==> config.mk <==
export PLATFORM = sky130hd
export DESIGN_NAME = cam_emulator_flat
export DESIGN_NICKNAME = d
export VERILOG_FILES = /design/src/rtl/cam_emu_pkg.sv /design/src/rtl/cam_emulator_if.sv /design/src/rtl/cam_pattern_gen.sv /design/src/rtl/cam_emulator.sv /design/src/flat_wrapper.sv
export SDC_FILE = /design/constraint.sdc
export NUM_CORES = 1
export LEC_CHECK = 0
export ABC_AREA = 1
export CAP_MARGIN = 20
export CORE_MARGIN = 2
export CORE_UTILIZATION = 25
export DETAILED_ROUTE_END_ITERATION = 10
export GPL_ROUTABILITY_DRIVEN = 0
export PLACE_DENSITY_LB_ADDON = 0.1
export SETUP_SLACK_MARGIN = 0.3
export SLEW_MARGIN = 0
export SYNTH_ARGS = -nofsm -noshare
export SYNTH_HDL_FRONTEND = slang
export SYNTH_HIERARCHICAL = 1
export SYNTH_SLANG_ARGS = --single-unit
==> constraint.sdc <==
create_clock -name clk -period 2.55 [get_ports clk]
set_input_delay 0.6375 -clock clk [delete_from_list [all_inputs] [get_ports clk]]
set_output_delay 0.6375 -clock clk [all_outputs]
set_load 0.1 [all_outputs]
==> src/rtl/cam_emu_pkg.sv <==
// Shared types and constants for the OV7670-style camera emulator.
// Holds the FSM state encoding, pattern codes and the colour-bar palette.
package cam_emu_pkg;

  typedef enum logic [2:0] {
    S_IDLE,
    S_VSYNC,
    S_VBACK,
    S_ACTIVE,
    S_HBLANK,
    S_VFRONT
  } cam_state_t;

  localparam logic [1:0] PAT_BARS  = 2'd0;
  localparam logic [1:0] PAT_SOLID = 2'd1;
  localparam logic [1:0] PAT_COORD = 2'd2;
  localparam logic [1:0] PAT_GRAD  = 2'd3;

  // Bars run left to right: white, yellow, cyan, green, magenta, red, blue, black.
  function automatic logic [15:0] bar_color(input logic [2:0] idx);
    logic [15:0] c;
    c = 16'h0000;
    case (idx)
      3'd0: c = 16'hFFFF;
      3'd1: c = 16'hFFE0;
      3'd2: c = 16'h07FF;
      3'd3: c = 16'h07E0;
      3'd4: c = 16'hF81F;
      3'd5: c = 16'hF800;
      3'd6: c = 16'h001F;
      default: c = 16'h0000;
    endcase
    return c;
  endfunction

  function automatic int max_int(input int a, input int b);
    return (a > b) ? a : b;
  endfunction

endpackage

==> src/rtl/cam_emulator_if.sv <==
// Camera-side pixel bus: the waveforms a real OV7670 would drive.
interface cam_emulator_if;
  logic       cam_pclk;
  logic       cam_vsync;
  logic       cam_href;
  logic [7:0] cam_d;

  modport master (output cam_pclk, output cam_vsync, output cam_href, output cam_d);
  modport slave  (input  cam_pclk, input  cam_vsync, input  cam_href, input  cam_d);
endinterface

==> src/rtl/cam_pattern_gen.sv <==
// Combinational RGB565 test-pattern source: maps pixel (x, y) and the
// latched pattern selection to one 16-bit pixel.
module cam_pattern_gen
  import cam_emu_pkg::*;
#(
  parameter int H_PIXELS = 160,
  parameter int XW       = 8,
  parameter int YW       = 7
) (
  input  logic [XW-1:0] x,
  input  logic [YW-1:0] y,
  input  logic [1:0]    pattern,
  input  logic [15:0]   solid_rgb,
  output logic [15:0]   pixel
);

  localparam int BAR_W = H_PIXELS / 8;

  logic [2:0] bar_idx;
  logic [7:0] x8;
  logic [7:0] y8;

  always_comb begin
    x8      = 8'(x);
    y8      = 8'(y);
    pixel   = 16'h0000;
    // Threshold compare instead of a divider: BAR_W need not be a power of two.
    bar_idx = 3'd0;
    for (int i = 1; i < 8; i++) begin
      if (int'(x) >= i * BAR_W) bar_idx = 3'(i);
    end
    case (pattern)
      PAT_BARS:  pixel = bar_color(bar_idx);
      PAT_SOLID: pixel = solid_rgb;
      PAT_COORD: pixel = {y8, x8};
      default:   pixel = {x8[4:0], x8[5:0], x8[4:0]};
    endcase
  end

endmodule

==> src/rtl/cam_emulator.sv <==
// OV7670-style transmitter: produces PCLK/VSYNC/HREF/D for one frame per
// enable, carrying a selectable RGB565 test pattern, high byte first.
//
// state    | meaning
// ---------+--------------------------------------------------------------
// S_IDLE   | waiting for enable; latches pattern/solid_rgb on exit
// S_VSYNC  | cam_vsync high for VSYNC_PCLKS
// S_VBACK  | back porch before the first line
// S_ACTIVE | cam_href high, two bytes per pixel
// S_HBLANK | line blanking, cam_d forced to zero
// S_VFRONT | front porch; exit pulses frame_done and drops busy
module cam_emulator
  import cam_emu_pkg::*;
#(
  parameter int H_PIXELS     = 160,
  parameter int V_LINES      = 120,
  parameter int H_BLANK      = 16,
  parameter int VSYNC_PCLKS  = 1008,
  parameter int VBACK_PCLKS  = 2688,
  parameter int VFRONT_PCLKS = 336
) (
  input  logic                  clk,
  input  logic                  rst,
  input  logic                  enable,
  input  logic [1:0]            pattern,
  input  logic [15:0]           solid_rgb,
  cam_emulator_if.master        cam,
  output logic                  frame_done,
  output logic                  busy
);

  localparam int XW        = (H_PIXELS > 1) ? $clog2(H_PIXELS) : 1;
  localparam int YW        = (V_LINES > 1) ? $clog2(V_LINES) : 1;
  localparam int MAX_BLANK = max_int(max_int(H_BLANK, VSYNC_PCLKS),
                                     max_int(VBACK_PCLKS, VFRONT_PCLKS));
  localparam int CW        = $clog2(MAX_BLANK + 1);

  localparam logic [XW-1:0] X_LAST      = XW'(H_PIXELS - 1);
  localparam logic [YW-1:0] Y_LAST      = YW'(V_LINES - 1);
  localparam logic [CW-1:0] LD_VSYNC    = CW'(VSYNC_PCLKS - 1);
  localparam logic [CW-1:0] LD_VBACK    = CW'(VBACK_PCLKS - 1);
  localparam logic [CW-1:0] LD_HBLANK   = CW'(H_BLANK - 1);
  localparam logic [CW-1:0] LD_VFRONT   = CW'(VFRONT_PCLKS - 1);

  cam_state_t      state_q, state_d;
  logic            ph_q;
  logic [CW-1:0]   cnt_q, cnt_d;
  logic [XW-1:0]   x_q, x_d;
  logic [YW-1:0]   y_q, y_d;
  logic            lo_q, lo_d;
  logic [1:0]      pat_q, pat_d;
  logic [15:0]     solid_q, solid_d;
  logic            vsync_q, vsync_d;
  logic            href_q, href_d;
  logic [7:0]      d_q, d_d;
  logic            busy_q, busy_d;
  logic            fd_q, fd_d;
  logic            tc;
  logic [15:0]     pixel;

  assign tc = (cnt_q == '0);

  always_comb begin
    state_d = state_q;
    cnt_d   = cnt_q;
    x_d     = x_q;
    y_d     = y_q;
    lo_d    = lo_q;
    pat_d   = pat_q;
    solid_d = solid_q;
    vsync_d = vsync_q;
    href_d  = 1'b0;
    busy_d  = busy_q;
    fd_d    = 1'b0;

    case (state_q)
      S_IDLE: begin
        if (enable) begin
          state_d = S_VSYNC;
          pat_d   = pattern;
          solid_d = solid_rgb;
          busy_d  = 1'b1;
          vsync_d = 1'b1;
          cnt_d   = LD_VSYNC;
        end
      end
      S_VSYNC: begin
        if (tc) begin
          state_d = S_VBACK;
          vsync_d = 1'b0;
          cnt_d   = LD_VBACK;
        end else begin
          cnt_d = cnt_q - CW'(1);
        end
      end
      S_VBACK: begin
        if (tc) begin
          state_d = S_ACTIVE;
          href_d  = 1'b1;
          x_d     = '0;
          y_d     = '0;
          lo_d    = 1'b0;
        end else begin
          cnt_d = cnt_q - CW'(1);
        end
      end
      S_ACTIVE: begin
        href_d = 1'b1;
        if (!lo_q) begin
          lo_d = 1'b1;
        end else if (x_q == X_LAST) begin
          state_d = S_HBLANK;
          href_d  = 1'b0;
          lo_d    = 1'b0;
          x_d     = '0;
          cnt_d   = LD_HBLANK;
        end else begin
          x_d  = x_q + XW'(1);
          lo_d = 1'b0;
        end
      end
      S_HBLANK: begin
        if (!tc) begin
          cnt_d = cnt_q - CW'(1);
        end else if (y_q == Y_LAST) begin
          state_d = S_VFRONT;
          y_d     = '0;
          cnt_d   = LD_VFRONT;
        end else begin
          state_d = S_ACTIVE;
          href_d  = 1'b1;
          y_d     = y_q + YW'(1);
          x_d     = '0;
          lo_d    = 1'b0;
        end
      end
      S_VFRONT: begin
        if (tc) begin
          state_d = S_IDLE;
          busy_d  = 1'b0;
          fd_d    = 1'b1;
        end else begin
          cnt_d = cnt_q - CW'(1);
        end
      end
      default: state_d = S_IDLE;
    endcase
  end

  // Pixel is looked up at the coordinate about to be driven, so the byte
  // can be registered on the same edge as href.
  cam_pattern_gen #(
    .H_PIXELS (H_PIXELS),
    .XW       (XW),
    .YW       (YW)
  ) u_pattern_gen (
    .x         (x_d),
    .y         (y_d),
    .pattern   (pat_q),
    .solid_rgb (solid_q),
    .pixel     (pixel)
  );

  always_comb begin
    d_d = 8'h00;
    if (href_d) d_d = lo_d ? pixel[7:0] : pixel[15:8];
  end

  // Everything advances only when ph is high, so outputs move as PCLK falls.
  always_ff @(posedge clk or negedge rst) begin
    if (!rst) begin
      state_q <= S_IDLE;
      ph_q    <= 1'b0;
      cnt_q   <= '0;
      x_q     <= '0;
      y_q     <= '0;
      lo_q    <= 1'b0;
      pat_q   <= 2'd0;
      solid_q <= 16'h0000;
      vsync_q <= 1'b0;
      href_q  <= 1'b0;
      d_q     <= 8'h00;
      busy_q  <= 1'b0;
      fd_q    <= 1'b0;
    end else begin
      ph_q <= ~ph_q;
      fd_q <= 1'b0;
      if (ph_q) begin
        state_q <= state_d;
        cnt_q   <= cnt_d;
        x_q     <= x_d;
        y_q     <= y_d;
        lo_q    <= lo_d;
        pat_q   <= pat_d;
        solid_q <= solid_d;
        vsync_q <= vsync_d;
        href_q  <= href_d;
        d_q     <= d_d;
        busy_q  <= busy_d;
        fd_q    <= fd_d;
      end
    end
  end

  assign cam.cam_pclk  = ph_q;
  assign cam.cam_vsync = vsync_q;
  assign cam.cam_href  = href_q;
  assign cam.cam_d     = d_q;
  assign frame_done    = fd_q;
  assign busy          = busy_q;

endmodule

==> src/flat_wrapper.sv <==
// flat-port wrapper written by rule: the top's interface ports become plain ports
module cam_emulator_flat import cam_emu_pkg::*;
#(
  parameter int H_PIXELS     = 160,
  parameter int V_LINES      = 120,
  parameter int H_BLANK      = 16,
  parameter int VSYNC_PCLKS  = 1008,
  parameter int VBACK_PCLKS  = 2688,
  parameter int VFRONT_PCLKS = 336
)
  (clk, rst, enable, pattern, solid_rgb, frame_done, busy, cam_cam_pclk, cam_cam_vsync, cam_cam_href, cam_cam_d);
  cam_emulator_if cam_i ();
  input  logic clk;
  input  logic rst;
  input  logic enable;
  input  logic [1:0] pattern;
  input  logic [15:0] solid_rgb;
  output logic frame_done;
  output logic busy;
  output wire logic [$bits(cam_i.cam_pclk)-1:0] cam_cam_pclk;
  output wire logic [$bits(cam_i.cam_vsync)-1:0] cam_cam_vsync;
  output wire logic [$bits(cam_i.cam_href)-1:0] cam_cam_href;
  output wire logic [$bits(cam_i.cam_d)-1:0] cam_cam_d;
  assign cam_cam_pclk = cam_i.cam_pclk;
  assign cam_cam_vsync = cam_i.cam_vsync;
  assign cam_cam_href = cam_i.cam_href;
  assign cam_cam_d = cam_i.cam_d;
  cam_emulator #(.H_PIXELS(H_PIXELS), .V_LINES(V_LINES), .H_BLANK(H_BLANK), .VSYNC_PCLKS(VSYNC_PCLKS), .VBACK_PCLKS(VBACK_PCLKS), .VFRONT_PCLKS(VFRONT_PCLKS)) u_core (.clk(clk), .rst(rst), .enable(enable), .pattern(pattern), .solid_rgb(solid_rgb), .cam(cam_i), .frame_done(frame_done), .busy(busy));
endmodule
; ---- Yosys cells after proc, flatten, opt, wreduce, memory -nomap -nowiden
; Index checks and enable logic that the tools add are counted.
[totals]
ff_bits = 62
latchBits = 0
ramBits = 0
rom_bits = 0
out_inout_bits = 13
elab_cells = 116
memories = 0
[classes]
add_sub_neg = 3
mul = 0
n_div = 0
magnitude_cmp = 7
n_eq_ne = 24
shift = 0
mux = 55
bitwise_logic = 1
reduce_logical = 13
[op_table]
columns = operator, count
row1 = one-hot mux 16 bit (7 select lines), 1
row2 = two-way mux 12 bit, 7
row3 = one-hot mux 12 bit (5 select lines), 1
row4 = two-way mux 8 bit, 7
row5 = one-hot mux 16 bit (3 select lines), 1
row6 = two-way mux 3 bit, 14
row7 = >= comparator 8 x 7 -> 1 bit (second input constant), 3
row8 = one-hot mux 8 bit (3 select lines), 1
row9 = two-way mux 7 bit, 3
row10 = one-hot mux 3 bit (6 select lines), 1
row11 = >= comparator 8 x 6 -> 1 bit (second input constant), 2
row12 = == test 3 bit (second input constant), 5
row13 = two-way mux 1 bit, 14
row14 = one-hot mux 7 bit (2 select lines), 1
row15 = == test 3 x 2 -> 1 bit (second input constant), 4
row16 = logical NOT 12 bit, 1
row17 = inequality test 2 x 1 -> 1 bit (second input constant), 6
row18 = subtractor 12 x 1 -> 12 bit (second input constant), 1
row19 = adder 8 x 1 -> 8 bit (second input constant), 1
row20 = == test 8 bit (second input constant), 1
row21 = >= comparator 8 x 5 -> 1 bit (second input constant), 1
row22 = >= comparator 8 bit (second input constant), 1
row23 = AND reduction 4 bit, 2
row24 = AND reduction 8 bit, 1
row25 = 17 further kinds, 23

; ---- Depth between registers and ports, before layout
[depth]
depth_word = 17
mapped_depth = 22
mapped_depth_nobuf = 22

; ---- By module
; Netlist, hierarchy kept.
[modules_own_cells]
columns = module, n_inst, cells_each, area_each_um2, seq_area_each_um2
row1 = cam_emulator, 1, 477, 3703.6, 1551.5
row2 = cam_pattern_gen, 1, 96, 461.7, 0.0

; ---- Least setup slack after synthesis
; OpenSTA, ideal clock, no wires.
[synth_path]
path_type = flip-flop to flip-flop
start = register u_core.cnt_q[0]
end = register u_core.d_q[3] (netlist: u_core/cam.cam_d[3])
setup_ns = 0.120
arrival_time_ns = 2.263
setup_slack_ns = 0.167
path_stages_with_launch = 20
path_buffers = 0
synth_period_minus_slack_ns = 2.383
path_cell_list = dfrtp_1 inv_1 ha_1 nand2_1 nor2_1 nand2_2 nand2_1 nand2_4 nand2_1 o211ai_1 inv_2 nand2_2 o21ai_2 nand2_1 nand3_1 nand4_1 inv_1 nand4_1 nand3_1 nand2_1
[synth_between]
elab_chain_len = 16
elab_cells_between_ends = 38
[synth_lines]
columns = item, line_no
row1 = start: declaration, cam_emulator.sv:47  ; logic [CW-1:0] cnt_q, cnt_d;
row2 = start signal: assignment, cam_emulator.sv:190  ; cnt_q <= cnt_d;
row3 = logical NOT 12 bit *, cam_emulator.sv:61  ; assign tc = (cnt_q == '0);
row4 = "two-way mux 8 bit, on equally long branches", "cam_emulator.sv:123, cam_emulator.sv:97"
row5 = one-hot mux 8 bit (3 select lines) *, cam_emulator.sv:76  ; case (state_q)
row6 = net u_core.x_d[4], cam_emulator.sv:48  ; logic [XW-1:0] x_q, x_d;
row7 = >= comparator 8 x 5 -> 1 bit, cam_pattern_gen.sv:30  ; if (int'(x) >= i * BAR_W) bar_idx = 3'(i);
row8 = two-way mux 1 bit, cam_pattern_gen.sv:30
row9 = two-way mux 3 bit (5 in series), cam_pattern_gen.sv:30
row10 = two-way mux 3 bit *, cam_pattern_gen.sv:30
row11 = == test 3 bit (tied with other cells), cam_emu_pkg.sv:23  ; case (idx)
row12 = one-hot mux 16 bit (7 select lines) *, cam_emu_pkg.sv:23
row13 = one-hot mux 16 bit (3 select lines) *, cam_pattern_gen.sv:32  ; case (pattern)
row14 = net u_core.pixel[11], cam_emulator.sv:59  ; logic [15:0] pixel;
row15 = two-way mux 8 bit * (2 in series), cam_emulator.sv:166  ; if (href_d) d_d = lo_d ? pixel[7:0] : pixel[15:8];
row16 = end signal: assignment, cam_emulator.sv:182  ; d_q <= 8'h00;
row17 = end signal: assignment, cam_emulator.sv:198  ; d_q <= d_d;
row18 = end: declaration, cam_emulator.sv:55  ; logic [7:0] d_q, d_d;
; The timed path passes the listed nets; every way through them passes the cells marked *.
; A chain may end at the register's enable or synchronous reset.

; ---- Worst setup path after layout
[layout_path]
start = register u_core.x_q[0]
end = register u_core.d_q[4] (netlist: u_core/cam.cam_d[4])
[layout_between]
elab_chain_len = 17
elab_cells_between_ends = 36
[layout_lines]
columns = item, line_no
row1 = start: declaration, cam_emulator.sv:48
row2 = start signal: assignment, cam_emulator.sv:175  ; x_q <= '0;
row3 = start signal: assignment, cam_emulator.sv:191  ; x_q <= x_d;
row4 = adder 8 x 1 -> 8 bit / == test 8 bit (equally long branches), "cam_emulator.sv:118, cam_emulator.sv:111"
row5 = two-way mux 8 bit *, cam_emulator.sv:111  ; end else if (x_q == X_LAST) begin
row6 = two-way mux 8 bit *, cam_emulator.sv:109  ; if (!lo_q) begin
row7 = one-hot mux 8 bit (3 select lines) *, cam_emulator.sv:76
row8 = net u_core.x_d[3], cam_emulator.sv:48
row9 = >= comparator 8 x 5 -> 1 bit, cam_pattern_gen.sv:30
row10 = two-way mux 1 bit, cam_pattern_gen.sv:30
row11 = two-way mux 3 bit (5 in series), cam_pattern_gen.sv:30
row12 = two-way mux 3 bit *, cam_pattern_gen.sv:30
row13 = == test 3 bit (tied with other cells), cam_emu_pkg.sv:23
row14 = one-hot mux 16 bit (7 select lines) *, cam_emu_pkg.sv:23
row15 = one-hot mux 16 bit (3 select lines) *, cam_pattern_gen.sv:32
row16 = net u_core.pixel[4], cam_emulator.sv:59
row17 = two-way mux 8 bit * (2 in series), cam_emulator.sv:166
; Marks and branches as above.

==> run summary <==
## Placed design
* quantity of I/O buffers inserted on ports: 33
* cell count after placement: 861
* Post-DP Area: 5050 um^2
* placed wire-length estimate: 9.60 mm
* worst setup slack before clock tree synthesis: -0.0544 ns

## GRT
* antenna violations before repair: 0
* total global routing overflow: 0
* first-pass GRT wire length: 21.2 mm
* largest net degree at the start of global routing: 45
* via count of the first global-routing pass: 4013
* All-Layer GR Usage: 0.152

## Layout
* share of final-layout standard cells stronger than drive strength 1: 0.292
* multi-input logic area: 2500 um^2
* FILL cells: 1722
* final design utilization: 0.345
* count of non-filler cells in the finished layout: 888
* Final nets: 688
* sequential cell area: 1550 um^2
* layout overhead on the synthesized area: 35.7%
* post-layout instance area: 5650 um^2
* number of antenna cells inserted: 0

## Job
* maximum capacitance violations: 0

## Power
* total power: 2.39 mW
* power density normalized to cell area: 423 nW/um^2
* static leakage power: 2.72 nW
* Max VDD drop: 295 uV

## STA
* Slew HR: 0.561
* Setup TNS: 0 ns
* hold violation total from the final report: 0
* final worst hold slack: 0.261 ns
* number of pins with negative max-slew slack in the final report: 0
* achievable frequency: 392 MHz
* post-route clock skew: 0.00802 ns
* endpoints failing setup: 0
* unrepaired setup endpoints after global routing: true
* Worst Slack Setup Final: 0.00167 ns
* pin slew with the least headroom to its limit: 0.655 ns
* time the final worst path needs with I/O delays and setup: 2.55 ns
* final worst path period share: 0.999

## Detailed routing
* vias post-DR: 4134
* DRC viols: 0
* remaining number of nets flagged by the antenna check after routing: 0
* number of DRC markers in iteration 0: 301
* via density per instance: 4.66
* DR WL/cell: 14.3 um
* first drt pass iteration count: 5
* wire length after detailed routing: 12.7 mm

## Synth
* cell count after synthesis: 573
* area of the mapped netlist: 4170 um^2
* area fraction of the dominant cell type after synthesis: 0.372
* ys flop type: dfrtp_1
* share of synthesized registers carrying an async set or reset: 1.00
* sequential element share of the synthesized area: 0.372
* number of synthesized flops with an enable pin: 0
* leading cell types by total area after synthesis: dfrtp_1, nand2_1, nand3_1
* flops & latches, synth: 62
* YS warnings: 6
* mean instance size in the synthesized netlist: 7.27 um^2
* cell taking the most area after synthesis: dfrtp_1
* net count after synthesis: 598
* Synth cell types: 41

## Clocking
* CTS root buffer: clkbuf_16
* number of clock sinks: 62
* worst-skew pair later-pin latency: 0.34 ns
* Longest Clk Path Bufs: 2
* Post-CTS Hold Fix Bufs: 0
* Clock transition at path regs: 0.06 ns
* CTS buffer count: 9
* TritonCTS clock tree: done
* number of H-tree levels: 3

## Floorplanning
* Std-Cell Core Area: 16400 um^2
* initial standard-cell utilization of the core: 0.254
* area of the die: 17700 um^2
* top-level port count: 34
* FP Rows: 47
* horizontal die dimension: 133 um
* vertical extent of the die: 133 um

## Critical path
* element type at the critical path start: register
* number of buffers and inverters on the critical path: 5
* critical path capture point type: register
* critical path's slowest cell: o211ai_1
* maximum fanout along the worst path: 6
* data required time at the worst endpoint: 2.78 ns
* delay of the slowest cell on the worst path: 0.54 ns
* crit-path leading delay family: simple AND/OR/NAND/NOR gates
* category of the most critical setup path: reg2reg
* chain of cells forming the critical path: buf_4, buf_4, nand2_1, nor2_2, xor2_1, o211ai_1, buf_4, inv_2, nand3_2, nand3_1, nand2_1, nand2_2, nand2_4, nand3_1, inv_1, nand2_1, nand3_2, nand2_1
* CP most frequent cell: nand2_1
* CP arrival: 2.78 ns

## Run status
* result of the run: complete, no violations

## Hold path
* hold crit path type: in2async

==> timing repair <==
item	in CTS	in global routing
buffers inserted	9	2
setup endpoints to repair	8	8
resized for setup	26	21
pin swaps	13	10
==> layout make-up <==
class,count,share of cell area
inverters,68,0.0456
well taps,220,0.0487
multi-input cells,433,0.443
clock buffers,11,0.0429
flip-flops and latches,62,0.275
repair buffers,89,0.131
clock inverters,5,0.0146
==> worst register-to-register path, stage by stage (launching register included) <==
cell	delay (ns)
dfrtp_1	0.38
buf_4	0.13
buf_4	0.14
nand2_1	0.09
nor2_2	0.06
xor2_1	0.14
o211ai_1	0.54
buf_4	0.23
inv_2	0.04
nand3_2	0.06
nand3_1	0.06
nand2_1	0.07
nand2_2	0.06
nand2_4	0.11
nand3_1	0.07
inv_1	0.06
nand2_1	0.06
nand3_2	0.07
nand2_1	0.05
==> registers in the layout, indices dropped and copies added (netlist names) <==
name and count:
u_core/x_q 8, u_core/solid_q 16, u_core/state_q 3, u_core/cam.cam_pclk 1, u_core/lo_q 1, u_core/cam.cam_href 1, u_core/frame_done 1, u_core/cnt_q 12
u_core/busy 1, u_core/cam.cam_vsync 1, u_core/y_q 7, u_core/cam.cam_d 8, u_core/pat_q 2
==> where the power goes <==
part	switching [mW]	internal (mW)
sequential	0	0.984
combinational	0.0255	0.0293
clock	0.473	0.882
==> logic make-up (layout without fill, tap and decap cells) <==
kind of cell | after synthesis | in the layout | synth area share
compound gates | 65 | 65 | 0.101
xor+xnor | 11 | 11 | 0.0231
fa+ha+maj | 4 | 4 | 0.0120
buf+inv | 78 | 173 | 0.0757
flops | 62 | 62 | 0.372
mux | 18 | 18 | 0.0487
simple gates | 335 | 335 | 0.367
==> final timing paths <==
check,end,slack (ns),cells past startpoint,start
worst max register to register,u_core/cam.cam_d[4],0.002,18,u_core/x_q[0]
max in group asynchronous,u_core/x_q[0],1.65,2,rst
worst min register to register,u_core/busy,0.48,2,u_core/busy
min in group clk,u_core/busy,0.48,2,u_core/busy
worst min-delay path,u_core/cnt_q[6],0.26,1,rst
worst max-delay path,u_core/cam.cam_d[4],0.002,18,u_core/x_q[0]
==> synth_stat cells, types with 8 or more instances <==
| cell | n |
|---|---|
| o21ai_0 | 26 |
| nand4_1 | 17 |
| inv_1 | 55 |
| a21oi_1 | 9 |
| mux2_2 | 18 |
| dfrtp_1 | 62 |
| nor2_1 | 39 |
| nand2_1 | 177 |
| xor2_1 | 10 |
| nand3_1 | 65 |
| inv_2 | 12 |
| nor3_1 | 8 |
==> layout by cell type (no fill, tap or decap), types with 4 or more instances in the layout <==
master / count
nand4_1: 17
clkbuf_16: 9
nor2_2: 7
dfrtp_1: 61
inv_1: 49
nor3_1: 8
nand3_2: 14
mux2_2: 18
nand3_1: 51
inv_2: 18
nand2_2: 13
o211ai_1: 4
o21ai_2: 7
clkdlybuf4s50_1: 19
o21ai_0: 26
nor2_1: 34
buf_4: 67
nor2_4: 9
a21oi_1: 8
nand2_1: 167
xor2_1: 10
nand2_4: 8
nand3_4: 4
==> layer usage <==
layer / vias to the layer above / GRT usage / part of all wire / routed length, um
li1: 2068 / - / - / -
met1: 1951 / 0.221 / 0.52 / 6580
met2: 96 / 0.220 / 0.43 / 5440
met3: 19 / 0.0322 / 0.037 / 473
met4: 0 / 0.0538 / 0.016 / 205
met5: - / 0 / 0 / 0
Power figures use the tool's default switching activity.
